[src/rtl/wb_stage.sv]
// RV32I write-back stage: retires instructions into the register-file write port,
// aligning and extending load data. Optional macro WB_INSTRET_EN adds o_instret.
`timescale 1ns/1ps
module wb_stage #(
  parameter int XLEN = 32
) (
  input  logic            clk,
  input  logic            rst,
  input  logic            i_valid,
  output logic            o_ready,
  input  logic            i_rd_wr_en,
  input  logic [4:0]      i_rd_addr,
  input  logic            i_is_load,
  input  logic [2:0]      i_funct3,
  input  logic [1:0]      i_addr_lo,
  input  logic [XLEN-1:0] i_result,
  input  logic            i_ld_valid,
  input  logic [XLEN-1:0] i_ld_data,
  output logic            o_ld_ready,
  output logic            o_rd_wr,
  output logic [4:0]      o_rd_addr,
  output logic [XLEN-1:0] o_rd_data
`ifdef WB_INSTRET_EN
  ,
  output logic [63:0]     o_instret
`endif
);

  typedef enum logic [1:0] {IDLE, WAIT_LD, WRITE} state_t;

  state_t      state_q, state_d;
  logic        wr_en_q, wr_en_d;
  logic [4:0]  addr_q, addr_d;
  logic [2:0]  f3_q, f3_d;
  logic [1:0]  lo_q, lo_d;
  logic        rd_wr_q, rd_wr_d;
  logic [4:0]  rd_addr_q, rd_addr_d;
  logic [31:0] rd_data_q, rd_data_d;
  logic [63:0] instret_q, instret_d;
  logic        accept;

  function automatic logic [31:0] align_load(input logic [2:0] f3, input logic [1:0] lo,
                                             input logic [31:0] w);
    logic [31:0] sh_b, sh_h;
    sh_b = w >> {lo, 3'b000};
    sh_h = w >> {lo[1], 4'b0000};
    case (f3)
      3'b000:  align_load = {{24{sh_b[7]}}, sh_b[7:0]};
      3'b001:  align_load = {{16{sh_h[15]}}, sh_h[15:0]};
      3'b100:  align_load = {24'd0, sh_b[7:0]};
      3'b101:  align_load = {16'd0, sh_h[15:0]};
      default: align_load = w;
    endcase
  endfunction

  always_comb begin
    state_d   = state_q;
    wr_en_d   = wr_en_q;
    addr_d    = addr_q;
    f3_d      = f3_q;
    lo_d      = lo_q;
    rd_wr_d   = 1'b0;
    rd_addr_d = rd_addr_q;
    rd_data_d = rd_data_q;
    instret_d = (state_q == WRITE) ? instret_q + 64'd1 : instret_q;
    accept    = i_valid && (state_q != WAIT_LD);
    case (state_q)
      IDLE, WRITE: begin
        if (accept) begin
          wr_en_d = i_rd_wr_en;
          addr_d  = i_rd_addr;
          f3_d    = i_funct3;
          lo_d    = i_addr_lo;
          if (i_is_load) begin
            state_d = WAIT_LD;
          end else begin
            // Non-loads go straight to the output registers so WRITE can retire next cycle.
            state_d   = WRITE;
            rd_wr_d   = i_rd_wr_en && (i_rd_addr != 5'd0);
            rd_addr_d = i_rd_addr;
            rd_data_d = i_result;
          end
        end else begin
          state_d = IDLE;
        end
      end
      WAIT_LD: begin
        if (i_ld_valid) begin
          state_d   = WRITE;
          rd_wr_d   = wr_en_q && (addr_q != 5'd0);
          rd_addr_d = addr_q;
          rd_data_d = align_load(f3_q, lo_q, i_ld_data);
        end
      end
      default: state_d = IDLE;
    endcase
  end

  always_ff @(posedge clk or negedge rst) begin
    if (!rst) begin
      state_q   <= IDLE;
      wr_en_q   <= 1'b0;
      addr_q    <= 5'd0;
      f3_q      <= 3'd0;
      lo_q      <= 2'd0;
      rd_wr_q   <= 1'b0;
      rd_addr_q <= 5'd0;
      rd_data_q <= 32'd0;
      instret_q <= 64'd0;
    end else begin
      state_q   <= state_d;
      wr_en_q   <= wr_en_d;
      addr_q    <= addr_d;
      f3_q      <= f3_d;
      lo_q      <= lo_d;
      rd_wr_q   <= rd_wr_d;
      rd_addr_q <= rd_addr_d;
      rd_data_q <= rd_data_d;
      instret_q <= instret_d;
    end
  end

  assign o_ready    = (state_q == IDLE) || (state_q == WRITE);
  assign o_ld_ready = (state_q == WAIT_LD);
  assign o_rd_wr    = rd_wr_q;
  assign o_rd_addr  = rd_addr_q;
  assign o_rd_data  = rd_data_q;
`ifdef WB_INSTRET_EN
  assign o_instret  = instret_q;
`else
  logic unused_instret;
  assign unused_instret = ^instret_q;
`endif

endmodule

[config.mk]
export PLATFORM = sky130hd
export DESIGN_NAME = wb_stage
export DESIGN_NICKNAME = d
export VERILOG_FILES = /design/src/rtl/wb_stage.sv
export SDC_FILE = /design/constraint.sdc
export NUM_CORES = 1
export LEC_CHECK = 0
export CORE_ASPECT_RATIO = 0.9
export CORE_MARGIN = 2
export CORE_UTILIZATION = 40
export DETAILED_ROUTE_END_ITERATION = 10
export MAX_ROUTING_LAYER = met4
export PLACE_DENSITY_LB_ADDON = 0.12
export SLEW_MARGIN = 10
export SYNTH_ARGS = -nofsm -noshare
export SYNTH_HDL_FRONTEND = slang
export SYNTH_SLANG_ARGS = --single-unit
[constraint.sdc]
create_clock -name clk -period 2.6 [get_ports clk]
set_clock_uncertainty 0.05 [all_clocks]
set_input_delay 0.52 -clock clk [delete_from_list [all_inputs] [get_ports clk]]
set_output_delay 0.52 -clock clk [all_outputs]
set_load 0.1 [all_outputs]
### Yosys cells after proc, flatten, opt, wreduce, memory -nomap -nowiden

Cells that the tools add are included.

* input bits: 80
* word-level logic and storage cells: 48
* output and inout bits: 40
* memories kept: 0
* memory bits (writable): 0
* latch bits: 0
* ROM bits: 0
* bits in registers: 51

* div/mod/pow operators: 0
* eq/ne operators: 9
* muxes and demuxes: 17
* bitwise gates (word level): 0
* reduce and logical (&&, ||, !) cells: 12
* add/sub/neg operators: 0
* order comparisons: 0
* shifts and indexed selects: 2
* multiply operators: 0

Operators by type and width (count)
* one-hot mux 32 bit (4 select lines): 1
* 2-to-1 mux 32 bit: 3
* one-hot mux 32 bit (2 select lines): 1
* right shift 32 x 5 -> 16 bit: 1
* right shift 32 x 5 -> 8 bit: 1
* 2-to-1 mux 5 bit: 3
* one-hot mux 5 bit (2 select lines): 1
* nonzero test 5 bit: 2
* == test 3 bit (second input constant): 2
* 2-to-1 mux 2 bit: 3
* != test 2 bit (second input constant): 3
* one-hot mux 2 bit (2 select lines): 1
* AND reduction 4 bit: 1
* == test 3 x 1 -> 1 bit (second input constant): 1
* logical AND 1 bit: 3
* zero test 3 bit: 1
* 2-to-1 mux 1 bit: 3
* == test 2 x 1 -> 1 bit (second input constant): 1
* == test 2 bit (second input constant): 1
* zero test 2 bit: 1
* != test 2 x 1 -> 1 bit (second input constant): 1
* one-hot mux 1 bit (2 select lines): 1
* AND reduction 2 bit: 1
* nonzero test 2 bit: 1
* 2 further kinds: 2

### Longest topological paths before layout

Gate-level depths: netlist (run 1).

* depth in word-level cells: 5
* depth in mapped cells: 7
* mapped depth without buffers: 5

### Worst setup path before layout (run 1)

OpenSTA, ideal clock, no wires.

* kind: reg-to-output
* from: reg state_q[1]
* to: out o_ld_ready
* data required time: 2.030 ns
* path buffers: 1
* arrival time: 1.718 ns
* slack: 0.312 ns
* cell stages (with the launch flop): 4
* path through: dfrtp_1 nand2b_1 inv_2 buf_1

* word-level cells in the longest chain between the ends: 1

Ends and longest elaborated chain
* start, declared: line 31 `state_t state_q, state_d;`
* start signal, assigned: line 111 `state_q <= state_d;`
* == test 2 x 1 -> 1 bit: line 124 `assign o_ld_ready = (state_q == WAIT_LD);`
* end, declared: line 19 `output logic o_ld_ready,`

No other way between the ends.

### Worst setup path in the final report (run 1)

* from: reg lo_q[1]
* to: reg rd_data_q[29] (netlist: o_rd_data[29])

* word-level cells in the longest chain between the ends: 4
* elaborated cells on any way between the ends: 5
* classes of those cells: shift: 2; mux: 3

Ends and longest elaborated chain
* start, declared: line 35 `logic [1:0] lo_q, lo_d;`
* start signal, assigned: line 115 `lo_q <= lo_d;`
* right shift 32 x 5 -> 16 bit or right shift 32 x 5 -> 8 bit (tied branches): line 46, 45
* one-hot mux 32 bit (4 select lines) (*): line 47 `case (f3)`
* 2-to-1 mux 32 bit (*): line 88 `if (i_ld_valid) begin`
* one-hot mux 32 bit (2 select lines) (*): line 67 `case (state_q)`
* end signal, assigned: line 118 `rd_data_q <= rd_data_d;`
* end, declared: line 38 `logic [31:0] rd_data_q, rd_data_d;`

Every way passes the cells marked *; elsewhere a longest branch is shown, timed or not. The select of a mux whose other input is x is not followed.
A chain may end at the register's enable or synchronous reset.

==> impl_metrics.ini, run 1 <==
[clock_tree]
cts_hold_buf = 0
htreeDepth = 2
cts.sinks = 51
cts_setup_buffers = 0
cts-resized-gates = 0
cts_max_path_buffers = 2
cts_tree = done
cts_buffers = 5
clkTransAtPathRegs_ns = 0.09
cts_root_buffer = clkbuf_8
worstSkewPairLatency_ns = 0.30

[sta]
finalSetupTns_ns = 0
rsz0062_at_grt = no
fin_crit_sh_pct = 81.4
worst_slack_ns = 0.484
setup_viol = 0
hold_viol = 0
drv_slew = 0
worst_pin_slew_ns = 0.558
max_slew_margin_pct = 62.8
fmax_mhz = 473
fin_crit_ns = 2.12

[power_and_ir_drop]
p_leak_nw = 1.75
total_power_w = 0.00426
p_per_area_nw_per_um2 = 1030
vdd_drop_max_v = 0.000379

[placed_design]
gp_congestion = 0.822
dpl.hpwl_um = 6970
pre_cts_ws_ns = 0.190
port_buffers = 119

[drt]
firstDrtPassIters = 6
drtIter0Drc = 170
drc = 0
drt_wl_total_um = 9370
viasPerCell = 5.40
vias = 2875
ant_nets = 0
wl_per_cell_um = 17.6

[synthesis]
ys_seq_area_share_pct = 45.3
synth_top_family_by_area = simple AND/OR/NAND/NOR gates
synth_cell_type_count = 45
synthFlopType = dfrtp_1
synth_compound_area_share_pct = 23.3
synth-xor-area-share_pct = 0
synthSimpleGateAreaFrac_pct = 24.2
syn_area_um2 = 2820
syn_nets = 408
synthArstFlopShare_pct = 100
yosysWarnings = 0
syn_inst = 328
ys_seq_elements = 51
muxShareOfSynthArea_pct = 2.27
avgSynthCellArea_um2 = 8.58
synth_edf_count = 0
synthAdderAreaFrac_pct = 0

[floorplan]
placementRows = 28
initial_utilization_pct = 42.1
dieHeight_um = 83.6
dieArea_um2 = 7730
ios = 120
fp.dieW_um = 92.4
core_um2 = 6690

[setup_path]
crit_type = reg -> reg
cp_slowest_cell = mux4_2
crit_required_ns = 2.73
critPathLaunchType = register
arrival_ns = 2.25
r2r_setup_slack_ns = 0.48
cp-end-kind = register
r2r-start = lo_q[1]
cp_max_fo = 16
max_stage_delay_ns = 0.62
worstPathCellList = mux4_2 -> nor2b_4 -> o31ai_4 -> buf_4 -> a211oi_1
startpoint = lo_q[1]

[grt]
grt_pass1_wl_um = 15100
antenna_found_initial = 0
grt_max_degree = 33
grt_pass1_vias = 2903
grt_util_all_layers_pct = 25.2
overflow = 0

[finish]
nets = 521
area_growth_pct = 46.8
drive_above_1_share_pct = 15.8
diodes = 0

[run_status]
status = completed

[job]
maxCapViolCount = 0

[min_path]
holdCritPathClass = in -> async
## critical path, delay by kind of cell, from the launching register on
family / cells / cell delay, ns
buffers and inverters: 1 / 0.25
muxes: 1 / 0.62
DFF: 1 / 0.61
and+or+nand+nor: 1 / 0.16
AOI/OAI and AO/OA: 2 / 0.30
## report_power, final
part | internal (W) | total [W] | switching (W)
combinational | 0.000604 | 0.00253 | 0.00193
sequential | 0.00101 | 0.00116 | 0.000146
clock | 0.000312 | 0.000577 | 0.000265
## routing by layer
| layer | share of wire [%] | vias up | global-route usage [%] |
|---|---|---|---|
| met5 | 0 | - | - |
| met4 | 0.63 | 0 | 4.34 |
| met3 | 6.8 | 6 | 5.06 |
| met2 | 51 | 100 | 42.1 |
| met1 | 42 | 1364 | 32.1 |
| li1 | - | 1405 | - |
## cell usage after synthesis, types with 2 or more instances
cell type	n	area [µm²]
nand2_1	54	203
dfrtp_1	51	1280
nor2_1	38	143
nor3_1	27	135
a211oi_1	25	188
a21oi_1	17	85.1
clkbuf_1	14	52.6
nor2b_1	8	50.1
o21ai_0	8	40.0
a311oi_1	6	52.6
a31oi_1	6	37.5
buf_2	6	30.0
o22ai_1	6	37.5
or4_1	6	45.0
a21o_1	5	37.5
a22oi_1	5	37.5
inv_1	5	18.8
nand2b_1	4	25.0
a211o_1	3	26.3
buf_1	3	11.3
mux2i_1	3	30.0
o211ai_1	3	22.5
and2b_1	2	15.0
inv_2	2	7.51
## cell type report
class,instances,area [µm²]
Clock inverter,2,35.0
Multi-Input combinational cell,245,1400
Sequential cell,51,1280
Fill cell,611,2560
Inverter,7,26.3
Tap cell,90,113
Clock buffer,6,82.6
Timing Repair Buffer,131,1200
## sequential cells by signal, summed over array words and instances, names as in the netlist
signal and flops:
o_rd_wr 1, wr_en_q 1, addr_q 5, state_q 2, lo_q 2, o_rd_data 32, o_rd_addr 5, f3_q 3
## path summary, 6_finish.rpt
path,to,cells after the start
min reg2reg,wr_en_q,2
max in group asynchronous,o_rd_data[27],2
min,o_rd_data[30],1
max,o_rd_data[29],5
min in group clk,wr_en_q,2
max reg2reg,o_rd_data[29],5
## cells by family (layout without fill, tap and decap cells)
family / count (synthesis) / in the layout
buffers and inverters: 32 / 146
AO/OA/AOI/OAI: 93 / 93
AND/OR/NAND/NOR: 147 / 147
flip-flops: 51 / 51
multiplexers: 5 / 5
## through the flow
step / hold WS (ns) / instance area [µm²] / utilization, % / instances
finish: 0.121 / 4130 / 61.8 / 532
global route: 0.163 / 4130 / 61.8 / 532
CTS: 0.128 / 4130 / 61.8 / 532
detailed placement: 0.413 / 4020 / 60.0 / 524
global placement: 0.409 / 4020 / 60.0 / 524
floorplan: 0.174 / 2820 / - / 328
## cell usage in the layout, fill, tap and decap left out, types with 8 or more instances in the layout
cell              n
dfrtp_1          51
clkdlybuf4s50_1  78
a211oi_1         25
nor2_1           38
a21oi_1          17
o21ai_0           8
nor2b_1           8
nor3_1           27
buf_4            50
nand2_1          54
Power figures use the tool's default switching activity.
==> run 2: changes to the inputs <==
==> constraint.sdc (replaced) <==
create_clock -name clk -period 2 [get_ports clk]
set_clock_uncertainty 0.05 [all_clocks]
set_input_delay 0.4 -clock clk [delete_from_list [all_inputs] [get_ports clk]]
set_output_delay 0.4 -clock clk [all_outputs]
set_load 0.1 [all_outputs]
==> run 2 against run 1 <==
Net effect:
- the flow now finishes with violations (negative hold slack)
- power grew 29%
- cell area grew 4.4%
- flip-flop and latch count unchanged
- fmax rose by 12%
- clock power grew 3%
- wire length is 2.2% higher
- critical path depth is 1 lower
- non-clock buffer count is 19 higher
- sequential power rose by 28%
- largest cell class is now non-clock buffers
==> impl_metrics.ini, run 2 (synthesis gave the netlist of run 1 again) <==
[run_status]
status = finished, violations left
violations = negative hold slack

[drt]
ant_nets = 0
viasPerCell = 5.45
vias = 3001
drt_wl_total_um = 9580
drc = 0
drtIter0Drc = 205
wl_per_cell_um = 17.4
firstDrtPassIters = 4

[grt]
grt_pass1_vias = 3014
grt_util_all_layers_pct = 25.4
overflow = 0
grt_max_degree = 32
antenna_found_initial = 0
grt_pass1_wl_um = 15000

[finish]
most-common-layout-cells = clkdlybuf4s50_1, buf_4, nand2_1, dfrtp_1, nor2_1
final_common_cell = clkdlybuf4s50_1
fillers = 576
largest_reg_flops = 32
nets = 540
drive_above_1_share_pct = 18.9
diodes = 0
area_growth_pct = 53.4
final_util_pct = 64.5

[sta]
fin_crit_sh_pct = 94.7
hold_viol = 4
fmax_mhz = 528
drv_slew = 0
finalSetupTns_ns = 0
whs_ns = -0.00469
fin_crit_ns = 1.89
worst_pin_slew_ns = 0.499
setup_viol = 0
max_slew_margin_pct = 66.8
rsz0062_at_grt = no

[clock_tree]
cts_root_buffer = clkbuf_8
htreeDepth = 2
clkTransAtPathRegs_ns = 0.09
cts_max_path_buffers = 2
cts.sinks = 51
cts_hold_buf = 0
worstSkewPairLatency_ns = 0.31
cts_tree = done
cts_buffers = 5

[min_path]
holdCritPathClass = in -> async

[floorplan]
ios = 120
core_um2 = 6690
fp.dieW_um = 92.4
initial_utilization_pct = 42.1
placementRows = 28
dieHeight_um = 83.6
dieArea_um2 = 7730

[setup_path]
arrival_ns = 2.08
crit_type = reg -> reg
cp_max_fo = 11
crit_required_ns = 2.18
critPathLaunchType = register
cp-end-kind = register

[power_and_ir_drop]
p_sw_w = 0.00306
pwr-share-comb_pct = 62.2
total_power_w = 0.00550
internal-power_w = 0.00244
p_leak_nw = 1.85
switching_share_pct = 55.7
vdd_drop_max_v = 0.000532
pwr-share-seq_pct = 27.1
clockPowerShare_pct = 10.8
p_per_area_nw_per_um2 = 1270

[job]
maxCapViolCount = 0

[placed_design]
port_buffers = 119
gp_congestion = 0.867
dpl.hpwl_um = 7390
==> run 2: cell types whose count changed in the layout (fill, tap and decap cells not counted) <==
cell       delta
buf_12        +6
buf_4        +13
bufinv_16     -1
clkbuf_1      +2
clkbuf_8      -1
inv_2         -1
inv_4         +1
==> run 2: area by class of cell <==
class	count	area, µm²	share of cell area [%]
Timing Repair Buffer	150	1420	32.9
Multi-Input combinational cell	245	1400	32.4
Sequential cell	51	1280	29.6
Clock inverter	1	5.00	0.116
Inverter	7	28.8	0.666
Tap cell	90	113	2.61
Clock buffer	7	76.3	1.77
==> run 2: through the flow <==
step           hold WS [ns]  cells  area (µm²)  setup WS (ns)
6_report           -0.00469    551        4320          0.107
5_1_grt              0.0266    551        4320         0.0156
4_1_cts             0.00424    551        4320         0.0539
3_5_place_dp          0.338    543        4230         -0.178
3_3_place_gp          0.336    543        4230         -0.135
2_1_floorplan        0.0544    328        2820          0.222
==> run 2: path summary, 6_finish.rpt <==
check | endpoint | cells after the start | slack (ns) | startpoint
setup reg to reg | o_rd_data[2] | 4 | 0.11 | f3_q[0]
max in group asynchronous | state_q[0] | 2 | 1.36 | rst
min in group clk | wr_en_q | 2 | 0.43 | wr_en_q
hold reg to reg | wr_en_q | 2 | 0.43 | wr_en_q
setup / recovery | o_rd_data[2] | 4 | 0.11 | f3_q[0]
hold / removal | o_rd_data[21] | 1 | -0.005 | rst
==> run 2: routing by layer <==
layer | track usage (%) | share of wire (%) | vias up
met4 | 8.41 | 2.6 | 0
met5 | - | 0 | -
li1 | - | - | 1439
met3 | 3.79 | 6.0 | 21
met2 | 43.0 | 49 | 112
met1 | 31.0 | 42 | 1429
==> run 2: what timing repair did <==
item	4_1_cts	5_1_grt
resized for setup	0	1
endpoints found under the setup margin	0	1
buffers inserted	0	0
==> run 2: critical path, cell delays in order (launching register included) <==
cell and delay (ns):
dfrtp_1 0.40, and2b_1 0.49, a311oi_1 0.16, or4_1 0.55
a21oi_1 0.16
==> run 2: power by group through the flow <==
stage / clock network (W) / registers [W] / logic, W
after floorplan: 0 / 0.00327 / 0.000683
after detailed placement: 0 / 0.00151 / 0.00342
final: 0.000593 / 0.00149 / 0.00342
after global routing: 0.000645 / 0.00153 / 0.00354
after CTS: 0.000605 / 0.00149 / 0.00342
after global placement: 0 / 0.00150 / 0.00339
==> run 3: changes to the inputs <==
--- a/config.mk
+++ b/config.mk
@@ -11,6 +11,7 @@
 export DETAILED_ROUTE_END_ITERATION = 10
 export MAX_ROUTING_LAYER = met4
 export PLACE_DENSITY_LB_ADDON = 0.12
+export SKIP_CTS_REPAIR_TIMING = 1
 export SLEW_MARGIN = 10
 export SYNTH_ARGS = -nofsm -noshare
 export SYNTH_HDL_FRONTEND = slang
==> results of run 3 <==
No change in the layout: final DEF, timing and power equal those of run 2.
